[src/rtl/uart_rx.sv]
// 8N1 UART receiver with per-frame baud latch, valid/ack byte handshake,
// and one-cycle framing-error / overrun pulses.
module uart_rx #(
  parameter int UART_CLK_MHZ = 50
) (
  input  logic       clk,
  input  logic       rst_n,
  input  logic [2:0] baud_sel_i,
  input  logic       rs232_rx_i,
  input  logic       rx_ack_i,
  output logic [7:0] rx_data_o,
  output logic       rx_valid_o,
  output logic       rx_frame_err_o,
  output logic       rx_overrun_o,
  output logic       rx_busy_o
);

  localparam int unsigned CLK_HZ = 32'd1_000_000 * UART_CLK_MHZ;

  typedef enum logic [2:0] {
    S_IDLE      = 3'd0,
    S_START     = 3'd1,
    S_DATA      = 3'd2,
    S_STOP      = 3'd3,
    S_WAIT_IDLE = 3'd4
  } state_t;

  function automatic logic [12:0] baud_div(input logic [2:0] sel);
    logic [12:0] div;
    case (sel)
      3'd0:    div = 13'(CLK_HZ / 32'd9600   - 32'd1);
      3'd1:    div = 13'(CLK_HZ / 32'd19200  - 32'd1);
      3'd2:    div = 13'(CLK_HZ / 32'd38400  - 32'd1);
      3'd3:    div = 13'(CLK_HZ / 32'd57600  - 32'd1);
      3'd4:    div = 13'(CLK_HZ / 32'd115200 - 32'd1);
      3'd5:    div = 13'(CLK_HZ / 32'd230400 - 32'd1);
      3'd6:    div = 13'(CLK_HZ / 32'd460800 - 32'd1);
      3'd7:    div = 13'(CLK_HZ / 32'd921600 - 32'd1);
      default: div = 13'(CLK_HZ / 32'd9600   - 32'd1);
    endcase
    return div;
  endfunction

  logic        sync1_q;
  logic        sync2_q;
  logic        hist_q;
  state_t      state_q;
  logic [12:0] cnt_q;
  logic [2:0]  bit_idx_q;
  logic [12:0] div_q;
  logic [7:0]  shift_q;
  logic [7:0]  data_q;
  logic        valid_q;
  logic        frame_err_q;
  logic        overrun_q;
  logic        busy_q;

  logic [12:0] div_d;
  logic [12:0] half_s;
  logic        fall_s;

  assign div_d  = baud_div(baud_sel_i);
  assign half_s = {1'b0, div_q[12:1]};
  assign fall_s = hist_q & ~sync2_q;

  // Two-flop synchronizer for the asynchronous pin plus a history flop for edge detect
  always_ff @(posedge clk or negedge rst_n) begin
    if (!rst_n) begin
      sync1_q <= 1'b1;
      sync2_q <= 1'b1;
      hist_q  <= 1'b1;
    end else begin
      sync1_q <= rs232_rx_i;
      sync2_q <= sync1_q;
      hist_q  <= sync2_q;
    end
  end

  // Frame state machine, bit timing, byte completion and handshake
  always_ff @(posedge clk or negedge rst_n) begin
    if (!rst_n) begin
      state_q     <= S_IDLE;
      cnt_q       <= 13'd0;
      bit_idx_q   <= 3'd0;
      div_q       <= 13'd0;
      shift_q     <= 8'd0;
      data_q      <= 8'd0;
      valid_q     <= 1'b0;
      frame_err_q <= 1'b0;
      overrun_q   <= 1'b0;
      busy_q      <= 1'b0;
    end else begin
      frame_err_q <= 1'b0;
      overrun_q   <= 1'b0;
      // A completion later in this block overrides this clear
      if (rx_ack_i && valid_q) begin
        valid_q <= 1'b0;
      end
      case (state_q)
        S_IDLE: begin
          cnt_q     <= 13'd0;
          bit_idx_q <= 3'd0;
          if (fall_s) begin
            div_q   <= div_d;
            state_q <= S_START;
            busy_q  <= 1'b1;
          end
        end
        S_START: begin
          if (cnt_q == half_s) begin
            cnt_q <= 13'd0;
            if (!sync2_q) begin
              state_q <= S_DATA;
            end else begin
              state_q <= S_IDLE;
              busy_q  <= 1'b0;
            end
          end else begin
            cnt_q <= cnt_q + 13'd1;
          end
        end
        S_DATA: begin
          if (cnt_q == div_q) begin
            cnt_q     <= 13'd0;
            shift_q   <= {sync2_q, shift_q[7:1]};
            bit_idx_q <= bit_idx_q + 3'd1;
            if (bit_idx_q == 3'd7) begin
              state_q <= S_STOP;
            end
          end else begin
            cnt_q <= cnt_q + 13'd1;
          end
        end
        S_STOP: begin
          if (cnt_q == div_q) begin
            cnt_q <= 13'd0;
            if (sync2_q) begin
              state_q   <= S_IDLE;
              busy_q    <= 1'b0;
              data_q    <= shift_q;
              valid_q   <= 1'b1;
              overrun_q <= valid_q & ~rx_ack_i;
            end else begin
              frame_err_q <= 1'b1;
              state_q     <= S_WAIT_IDLE;
            end
          end else begin
            cnt_q <= cnt_q + 13'd1;
          end
        end
        S_WAIT_IDLE: begin
          // Hold off through a break so a held-low line cannot start a new frame
          if (sync2_q) begin
            state_q <= S_IDLE;
            busy_q  <= 1'b0;
          end
        end
        default: begin
          state_q <= S_IDLE;
          busy_q  <= 1'b0;
          cnt_q   <= 13'd0;
        end
      endcase
    end
  end

  assign rx_data_o      = data_q;
  assign rx_valid_o     = valid_q;
  assign rx_frame_err_o = frame_err_q;
  assign rx_overrun_o   = overrun_q;
  assign rx_busy_o      = busy_q;

endmodule

[config.mk]
export PLATFORM = sky130hd
export DESIGN_NAME = uart_rx
export DESIGN_NICKNAME = d
export VERILOG_FILES = /design/src/rtl/uart_rx.sv
export SDC_FILE = /design/constraint.sdc
export NUM_CORES = 1
export LEC_CHECK = 0
export BUFFER_PORTS_ARGS = -buffer_cell sky130_fd_sc_hd__buf_2
export CAP_MARGIN = 10
export CORE_MARGIN = 3
export CORE_UTILIZATION = 38
export DETAILED_ROUTE_END_ITERATION = 8
export PLACE_DENSITY_LB_ADDON = 0.3
export SYNTH_ARGS = -nofsm -noshare
export SYNTH_HDL_FRONTEND = slang
export SYNTH_SLANG_ARGS = --single-unit
[constraint.sdc]
create_clock -name clk -period 2.8 [get_ports clk]
set_clock_uncertainty 0.1 [all_clocks]
set_input_delay 0.56 -clock clk [delete_from_list [all_inputs] [get_ports clk]]
set_output_delay 0.56 -clock clk [all_outputs]
set_load 0.03 [all_outputs]
==> run_results.csv, run 1 <==
group,metric,value,unit
critical_path,worstSetupPathType,"reg2reg",
global_routing,grt_first_pass_wirelength,9.618,mm
floorplanning,die_area,0.008801,mm2
synth,ys_seq_area_share,47.10,%
place,dp.cells,382,
route,drt_iter0_markers,138,
timing,rsz0062_at_grt,"no",
power_and_ir_drop,power.density,694.9,mW/mm2
place,port-buffer-count,18,
critical_path,r2r_end,"cnt_q[9]$_DFFE_PN0P_",
power_and_ir_drop,swShare,36.66,%
status,outcome,"complete, no violations",
synth,async_flop_share,100.0,%
clock_network,cts_made_buffers,5,
power_and_ir_drop,sequentialPowerShare,50.5,%
power_and_ir_drop,p_leak,1.702,nW
clock_network,cts-root-buf,"clkbuf_8",
floorplanning,coreArea,0.007370,mm2
critical_path,startpoint_type,"flip-flop",
timing,final_max_slew_viol_count,0,
finish,layoutNonFillerInstCount,390,
critical_path,arrival,2.50,ns
finish,finish.net_count,305,
flow_run,drv_cap,0,
global_routing,grt_max_degree,23,
timing,tns,0,ns
synth,syn_avg_cell_area,10.66,um2
place,dp_hpwl,4.081,mm
clock_network,cts_resized,0,
clock_network,h-tree-depth,2,
critical_path,required,2.91,ns
clock_network,cts_hold_buf,0,
timing,timing.fmax,418.1,MHz
global_routing,overflow,0,
min_path,hp-class,"in2async",
route,dr.pass1.iters,6,
place,gp_congestion,0.8406,
global_routing,grt_pass1_vias,1980,
clock_network,cts_buffer_depth,2,
timing,fin_crit_sh,85.42,%
synth,yosysWarningCount,0,
floorplanning,start_util,39.76,%
synth,synth_edf_count,0,
synth,synth-main-ff-cell,"dfrtp_1",
synth,synth_top_area_share,44.41,%
timing,slew_headroom,60.44,%
timing,tightestPinTransition,0.5921,ns
synth,synthTopCellsByArea,"dfrtp_1, mux2_2, xor2_1",
floorplanning,fp.dieW,93.82,um
clock_network,clk_pin_slew,0.11,ns
synth,synth_top_cell_by_area,"dfrtp_1",
power_and_ir_drop,clkPwrFrac,21.8,%
timing,finalSetupViolCount,0,
finish,num_antenna_cells,0,
power_and_ir_drop,peakVddDrop,0.0002897,V
timing,hold_viol_final,0,
critical_path,cp-end-kind,"flip-flop",
route,wl_per_cell,14.19,um
finish,finish.utilization,43.72,%
route,vias_per_cell,5.177,
critical_path,crit_fanout,8,
clock_network,cts.sinks,55,
floorplanning,io_pins,19,
synth,synth_nets,290,
critical_path,reg2reg_slack,0.41,ns
clock_network,worstSkewPairLatency,0.32,ns
power_and_ir_drop,p_int,1.418,mW
timing,min_period,2.392,ns
route,drc,0,
finish,drive_above_1_share,23.37,%
power_and_ir_drop,pwr-share-comb,27.8,%
route,vias,2019,
global_routing,grt_usage,13.73,%
synth,syn-instance-count,275,
clock_network,cts_tree,"built",
finish,syn_to_final_growth,9.949,%
floorplanning,die-height,93.82,um
route,ant_nets,0,
clock_network,post_cts_buffers,0,
synth,synth.distinct_cells,49,
critical_path,rr_worst_depth,7,
power_and_ir_drop,p_switching,0.8207,mW
critical_path,r2r_start,"cnt_q[4]$_DFFE_PN0P_",
global_routing,grt_antenna_before_repair,0,
floorplanning,num_rows,31,
route,drt_wl_total,5.533,mm
synth,ys_seq_elements,55,
synth,synth_area,0.002930,mm2
-- per-layer routing --
metal | share of wire [%] | global-route usage, % | routed length, um | vias to the layer above
met5 | 0 | 0 | 0 | -
met4 | 1.2 | 3.971 | 67 | 0
met3 | 3.1 | 2.564 | 174 | 5
met2 | 46 | 21.41 | 2552 | 37
met1 | 49 | 19.44 | 2738 | 981
li1 | - | - | - | 996
-- logic make-up after synthesis --
| kind of cell | count (synthesis) | share of synthesized area [%] |
|---|---|---|
| simple gates | 91 | 17.72 |
| flops | 55 | 47.10 |
| compound gates | 53 | 12.77 |
| xor+xnor | 28 | 8.369 |
| mux | 21 | 7.985 |
| buf+inv | 19 | 2.647 |
| fa+ha+maj | 8 | 3.416 |
-- sequential cells by signal (all words and copies together), names as in the netlist, 3 cells and up --
signal / cells
cnt_q: 13
div_q: 13
rx_data_o: 8
shift_q: 8
bit_idx_q: 3
state_q: 3
-- how the worst max path moves through the flow --
stage	to	slack, ns	startpoint	cells after the start
5_1_grt	cnt_q[9]$_DFFE_PN0P_	0.25	cnt_q[4]$_DFFE_PN0P_	7
3_5_place_dp	cnt_q[9]$_DFFE_PN0P_	0.42	cnt_q[4]$_DFFE_PN0P_	7
3_3_place_gp	cnt_q[9]$_DFFE_PN0P_	0.41	cnt_q[4]$_DFFE_PN0P_	7
2_1_floorplan	cnt_q[9]$_DFFE_PN0P_	0.73	cnt_q[7]$_DFFE_PN0P_	8
6_report	cnt_q[9]$_DFFE_PN0P_	0.41	cnt_q[4]$_DFFE_PN0P_	7
4_1_cts	cnt_q[9]$_DFFE_PN0P_	0.41	cnt_q[4]$_DFFE_PN0P_	7
-- worst max-delay path, cell delays in order (launching register included) --
cell and delay [ns]:
dfrtp_1 0.49, xor2_1 0.21, nor4_2 0.32, nand3_2 0.24, o21ai_1 0.37, buf_4 0.23
a21oi_1 0.07, a211o_1 0.28
-- cells in the final DEF, fill, tap and decap left out, types with 3 or more instances in the layout --
master	instances
clkbuf_8	5
a22oi_1	5
a21o_1	7
nand2_1	30
o21ai_0	7
xor2_1	23
a211oi_1	3
and3_1	4
nand4_1	4
ha_1	8
xnor2_1	5
dfstp_2	3
nand2b_1	10
a22o_1	6
nor4_1	3
inv_1	4
nor2_1	16
nand3_1	5
mux2_2	19
buf_2	18
dfrtp_1	52
a21oi_1	9
or2_2	4
buf_4	5
a31o_2	3
-- through the flow --
step,setup WS [ns],power [mW],hold WS [ns],cell area (um2)
CTS,0.4093,2.270,0.07898,3222
finish,0.4083,2.239,0.07316,3222
global route,0.2516,2.403,0.08948,3222
global placement,0.4097,1.757,0.2475,3119
detailed placement,0.4239,1.774,0.2485,3119
floorplan,0.7275,1.603,0.1644,2930
-- power by group through the flow --
stage | Combinational, mW | Sequential (mW) | Clock [mW]
final | 0.622 | 1.13 | 0.487
after global routing | 0.705 | 1.16 | 0.542
after CTS | 0.633 | 1.13 | 0.507
after detailed placement | 0.630 | 1.14 | 0
after global placement | 0.619 | 1.14 | 0
after floorplan | 0.554 | 1.05 | 0
-- Yosys cell counts, types with 3 or more instances --
cell type / count
a211oi_1: 3
a21o_1: 7
a21oi_1: 9
a22o_1: 6
a22oi_1: 5
a31o_2: 3
and3_1: 4
clkbuf_1: 12
dfrtp_1: 52
dfstp_2: 3
ha_1: 8
inv_1: 4
mux2_2: 19
nand2_1: 30
nand2b_1: 10
nand3_1: 5
nand4_1: 4
nor2_1: 16
nor4_1: 3
o21ai_0: 7
or2_2: 4
xnor2_1: 5
xor2_1: 23
-- cell type report --
class                           count  area [um2]
Sequential cell                    55        1380
Tap cell                           99       123.9
Multi-Input combinational cell    201        1473
Inverter                            4       15.01
Timing Repair Buffer               23       127.6
Clock buffer                        5       68.82
Fill cell                         730        4148
Clock inverter                      3       33.78
(Power assumes the default switching activity.)
==> inputs of run 2 (changes only) <==
- CORE_ASPECT_RATIO: unset -> 1.75
==> run 2 against run 1 <==
Critical path depth did not move. Fmax is 4.7% higher. Critical path type unchanged. Routed wire length is 6.2% higher. Highest routed layer unchanged. Largest cell class unchanged. Total power rose by 5.9%. Cell count down 3.6%. Register-to-register slack improved by 0.11 ns.
==> run_results.csv, run 2 (synthesized netlist as in run 1, its figures left out) <==
group,metric,value,unit
finish,fin_area,0.003253,mm2
finish,syn_to_final_growth,11.02,%
floorplanning,num_rows,41,
route,vias,2059,
critical_path,crit_fanout,10,
route,wl_per_cell,15.63,um
critical_path,worstSetupPathType,"reg2reg",
finish,seq_area,0.001380,mm2
critical_path,startpoint_type,"flip-flop",
clock_network,cts_made_buffers,5,
place,preCtsSetupSlack,0.5217,ns
power_and_ir_drop,power.total,2.371,mW
finish,num_antenna_cells,0,
clock_network,h-tree-depth,2,
floorplanning,start_util,39.95,%
critical_path,arrival,2.36,ns
floorplanning,fp.dieW,72.38,um
clock_network,cts.sinks,55,
place,gp_congestion,0.7789,
clock_network,cts_resized,0,
status,outcome,"complete, no violations",
floorplanning,coreArea,0.007336,mm2
clock_network,cts_tree,"built",
clock_network,cts_hold_buf,0,
timing,fin_crit_sh,81.60,%
timing,tightestPinTransition,0.5751,ns
timing,timing.fmax,437.7,MHz
route,drt_wl_total,5.875,mm
timing,min_period,2.285,ns
finish,reg_top3,"cnt_q x13, div_q x13",
timing,hold_viol_final,0,
finish,final_common_cell,"dfrtp_1",
timing,finalSetupViolCount,0,
finish,drive_above_1_share,22.76,%
place,port-buffer-count,18,
clock_network,clk_pin_slew,0.07,ns
route,drt_iter0_markers,102,
floorplanning,die_area,0.008842,mm2
finish,finish.net_count,304,
route,dr.pass1.iters,6,
clock_network,post_cts_buffers,0,
place,dp_hpwl,4.425,mm
route,ant_nets,0,
global_routing,grt_antenna_before_repair,0,
floorplanning,die-height,122.2,um
global_routing,grt_usage,14.72,%
critical_path,required,2.88,ns
clock_network,cts_buffer_depth,2,
timing,rsz0062_at_grt,"no",
timing,tns,0,ns
route,vias_per_cell,5.476,
power_and_ir_drop,p_leak,1.717,nW
timing,slew_headroom,61.58,%
finish,multiInputGateArea,0.001473,mm2
finish,layout_common_cells,"dfrtp_1, nand2_1, xor2_1, mux2_2, buf_2",
critical_path,rr_worst_depth,7,
route,drc,0,
power_and_ir_drop,power.density,728.9,mW/mm2
critical_path,cp-end-kind,"flip-flop",
global_routing,grt_max_degree,56,
clock_network,cts-root-buf,"clkbuf_16",
min_path,hp-class,"in2async",
timing,final_max_slew_viol_count,0,
place,postPlaceCellArea,0.003108,mm2
finish,n_fill_cell,702,
power_and_ir_drop,peakVddDrop,0.0005187,V
global_routing,overflow,0,
global_routing,grt_first_pass_wirelength,10.10,mm
flow_run,drv_cap,0,
timing,fin_ws,0.5151,ns
global_routing,grt_pass1_vias,2139,
floorplanning,io_pins,19,
clock_network,worstSkewPairLatency,0.29,ns
-- run 2: changes by cell type in the layout (fill, tap and decap cells not counted), sizes merged --
cell | before | now
clkinv | 1 | 0
buf | 23 | 22
clkinvlp | 0 | 1
clkbuf | 5 | 6
inv | 6 | 5
-- run 2: stage by stage --
| stage | utilization (%) | std cells | hold slack [ns] |
|---|---|---|---|
| floorplan | - | 275 | 0.1644 |
| global placement | 42.37 | 368 | 0.2455 |
| detailed placement | 42.37 | 368 | 0.2470 |
| CTS | 44.35 | 376 | 0.1670 |
| global route | 44.35 | 376 | 0.1754 |
| finish | 44.35 | 376 | 0.1425 |
-- run 2: layout make-up --
cell class	count	share of cell area, %
flip-flops and latches	55	42.42
well taps	86	3.308
repair buffers	22	4.077
clock inverters	2	0.5000
multi-input cells	201	45.27
inverters	4	0.4615
clock buffers	6	3.962
-- run 2: worst paths after layout --
check                                          start                     to  slack, ns
max in group asynchronous                      rst_n      sync1_q$_DFF_PN1_       2.14
worst max register to register  cnt_q[4]$_DFFE_PN0P_  cnt_q[12]$_DFFE_PN0P_       0.52
worst min-delay path                           rst_n   cnt_q[4]$_DFFE_PN0P_       0.14
worst max-delay path            cnt_q[4]$_DFFE_PN0P_  cnt_q[12]$_DFFE_PN0P_       0.52
min in group clk                   sync1_q$_DFF_PN1_      sync2_q$_DFF_PN1_       0.26
worst min register to register     sync1_q$_DFF_PN1_      sync2_q$_DFF_PN1_       0.26
-- run 2: critical path, cell delays in order (launching register included) --
cell,delay [ns]
dfrtp_1,0.48
xor2_1,0.21
nor4_2,0.30
nand3_2,0.24
o21ai_1,0.26
buf_4,0.22
a21oi_1,0.08
a221o_1,0.27
-- run 2: where the power goes --
group | leakage (nW) | switching, mW | internal (mW)
logic | 0.940 | 0.319 | 0.299
registers | 0.710 | 0.211 | 0.927
clock network | 0.0675 | 0.280 | 0.335
-- run 2: routing by layer --
layer	GRT usage (%)	vias to the layer above	wire [um]
li1	-	995	-
met4	6.467	0	167
met3	2.395	18	168
met5	0	-	0
met2	27.91	45	3297
met1	15.43	1001	2242
==> inputs of run 3 (changes only) <==
- ABC_AREA: unset -> 1
- clock period: 2.8 -> 1.87 ns (I/O delays scaled with it)
==> run 3 against run 2 <==
Sequential share of layout area fell by 2.9 points. Die area up 1.7%. Synthesized area grew 1.8%. Count of clock-buffer cells in the layout decreased by 1. Worst hold slack lost 0.069 ns. Non-clock buffer count increased by 15. Sequential cell count unchanged. Largest power group unchanged. Sequential power rose by 41%. First-iteration DRC count rose by 2.0%. Global-route usage rose by 1.4 points.
==> run_results.csv, run 3 <==
group,metric,value,unit
status,outcome,"complete, no violations",
global_routing,grt_max_degree,56,
route,vias_per_cell,4.839,
synth,async_flop_share,100.0,%
critical_path,crit_fanout,11,
clock_network,worstSkewPairLatency,0.30,ns
critical_path,startpoint_type,"flip-flop",
place,postPlaceCellArea,0.003299,mm2
floorplanning,num_rows,42,
clock_network,h-tree-depth,2,
global_routing,overflow,0,
finish,reg_top3,"cnt_q x13, div_q x13",
finish,multiInputGateArea,0.001381,mm2
floorplanning,io_pins,19,
finish,layout_common_cells,"nand2_1, dfrtp_1, inv_1, nor2_1, buf_2",
timing,min_period,1.738,ns
synth,synth_common_cells,"nand2_1, dfrtp_1, inv_1, nor2_1, o21ai_2",
min_path,hp-class,"in2reg",
timing,tns,0,ns
finish,seq_area,0.001384,mm2
timing,fin_crit_sh,92.92,%
place,dp.cells,480,
finish,finish.utilization,45.89,%
timing,hold_viol_final,0,
route,wl_per_cell,13.46,um
finish,fin_area,0.003497,mm2
clock_network,cts.sinks,55,
timing,rsz0062_at_grt,"no",
clock_network,cts_made_buffers,5,
clock_network,clk_pin_slew,0.07,ns
route,drt_iter0_markers,104,
global_routing,grt_antenna_before_repair,0,
synth,ys_seq_elements,55,
finish,n_fill_cell,745,
finish,layoutNonFillerInstCount,491,
synth,yosys.area_share.simple,25.55,%
synth,synth_area,0.002983,mm2
synth,synth_top_cell_by_area,"dfrtp_1",
power_and_ir_drop,power.total,3.999,mW
floorplanning,die_area,0.008991,mm2
finish,drive_above_1_share,22.33,%
critical_path,cp-end-kind,"flip-flop",
finish,final_common_cell,"nand2_1",
timing,fin_ws,0.1324,ns
power_and_ir_drop,peakVddDrop,0.0005776,V
synth,synth-main-ff-cell,"dfrtp_1",
floorplanning,coreArea,0.007620,mm2
synth,synthTopCellsByArea,"dfrtp_1, nand2_1, inv_1",
route,drt_wl_total,6.611,mm
timing,final_max_slew_viol_count,0,
timing,hold_ws,0.07342,ns
clock_network,cts_buffer_depth,2,
min_path,hold_depth,1,
route,drc,0,
global_routing,grt_usage,16.14,%
clock_network,cts_tree,"built",
critical_path,arrival,1.81,ns
critical_path,worstSetupPathType,"reg2reg",
finish,finish.net_count,417,
floorplanning,fp.dieW,72.98,um
synth,synth_xor_area_share,4.404,%
critical_path,rr_worst_depth,12,
place,preCtsSetupSlack,0.03923,ns
critical_path,required,1.94,ns
synth,syn-instance-count,364,
synth,ys_seq_area_share,46.27,%
synth,synth_top_family_by_area,"simple AND/OR/NAND/NOR gates",
place,gp_congestion,0.8960,
power_and_ir_drop,power.density,1143,mW/mm2
global_routing,grt_first_pass_wirelength,11.05,mm
floorplanning,die-height,123.2,um
timing,finalSetupViolCount,0,
clock_network,cts-root-buf,"clkbuf_16",
route,vias,2376,
synth,yosysWarningCount,0,
synth,synth.distinct_cells,35,
timing,slew_headroom,77.19,%
flow_run,drv_cap,0,
synth,synth_nets,379,
route,dr.pass1.iters,4,
timing,tightestPinTransition,0.3418,ns
place,dp_hpwl,5.048,mm
synth,syn_avg_cell_area,8.195,um2
finish,num_antenna_cells,0,
place,port-buffer-count,18,
power_and_ir_drop,p_leak,1.735,nW
global_routing,grt_pass1_vias,2450,
finish,syn_to_final_growth,17.24,%
synth,synth_top_area_share,43.62,%
synth,synth-adder-area-share,3.356,%
synth,synth.most_common_cell,"nand2_1",
floorplanning,start_util,39.15,%
synth,yosys-mux-area-fraction,0.7550,%
timing,timing.fmax,575.5,MHz
synth,synth_edf_count,0,
route,ant_nets,0,
synth,synth-compound-area-share,11.33,%
[run 3: changes by cell type after synthesis, sizes merged, moves of 6 or more]
cell	delta
nand3	+9
o21ai	+22
nand2	+87
a22o	-6
clkbuf	-11
nand2b	-10
a21o	-7
inv	+48
nor2	+14
mux2	-19
xor2	-16
[run 3: critical path, cell delays in order (launching register included)]
cell and delay, ns:
dfrtp_1 0.43, inv_1 0.11, nand2_1 0.07, nand2_1 0.05, nor2_1 0.12, nand2_2 0.08
nor2_4 0.11, nand2_4 0.08, nand2_1 0.06, nand2_1 0.06, inv_1 0.11, buf_12 0.14
o21ai_0 0.08
[run 3: path summary, 6_finish.rpt]
path	endpoint	slack [ns]	startpoint
max in group asynchronous	sync2_q$_DFF_PN1_	0.88	rst_n
min in group asynchronous	shift_q[4]$_DFFE_PN0P_	0.49	rst_n
worst min-delay path	sync1_q$_DFF_PN1_	0.07	rs232_rx_i
worst max-delay path	cnt_q[10]$_DFFE_PN0P_	0.13	div_q[7]$_DFFE_PN0P_
worst max register to register	cnt_q[10]$_DFFE_PN0P_	0.13	div_q[7]$_DFFE_PN0P_
worst min register to register	sync2_q$_DFF_PN1_	0.26	sync1_q$_DFF_PN1_
[run 3: what timing repair did]
action	4_1_cts	5_1_grt
setup buffers	0	1
setup endpoints to repair	0	33
resized for setup	0	6
hold buffers	1	0
hold endpoints to repair	52	0
[run 3: power by group]
part	total, mW	switching, mW	internal (mW)
clock	0.957	0.453	0.504
combinational	1.43	0.871	0.561
sequential	1.61	0.207	1.40
total	4.00	1.53	2.47
[run 3: metal layers]
layer / routed length (um) / global-route usage [%] / share of wire, % / vias up
met5: 0 / 0 / 0 / -
met4: 215 / 8.083 / 3.3 / 0
met1: 2476 / 15.96 / 37 / 1104
met2: 3734 / 30.83 / 56 / 45
li1: - / - / - / 1212
met3: 185 / 3.092 / 2.8 / 15
[run 3: area by class of cell]
| cell class | instances | area share (%) |
|---|---|---|
| Clock buffer | 5 | 3.578 |
| Clock inverter | 3 | 0.6798 |
| Inverter | 52 | 5.725 |
| Multi-Input combinational cell | 251 | 39.50 |
| Sequential cell | 55 | 39.57 |
| Tap cell | 88 | 3.148 |
| Timing Repair Buffer | 37 | 7.800 |
[run 3: cell families (layout without fill, tap and decap cells)]
family | Yosys count | in the layout
and+or+nand+nor | 174 | 175
buffers and inverters | 59 | 97
DFF | 55 | 55
AOI/OAI and AO/OA | 52 | 52
xor gates and xnor gates | 15 | 15
adders and majority gates | 8 | 8
muxes | 1 | 1
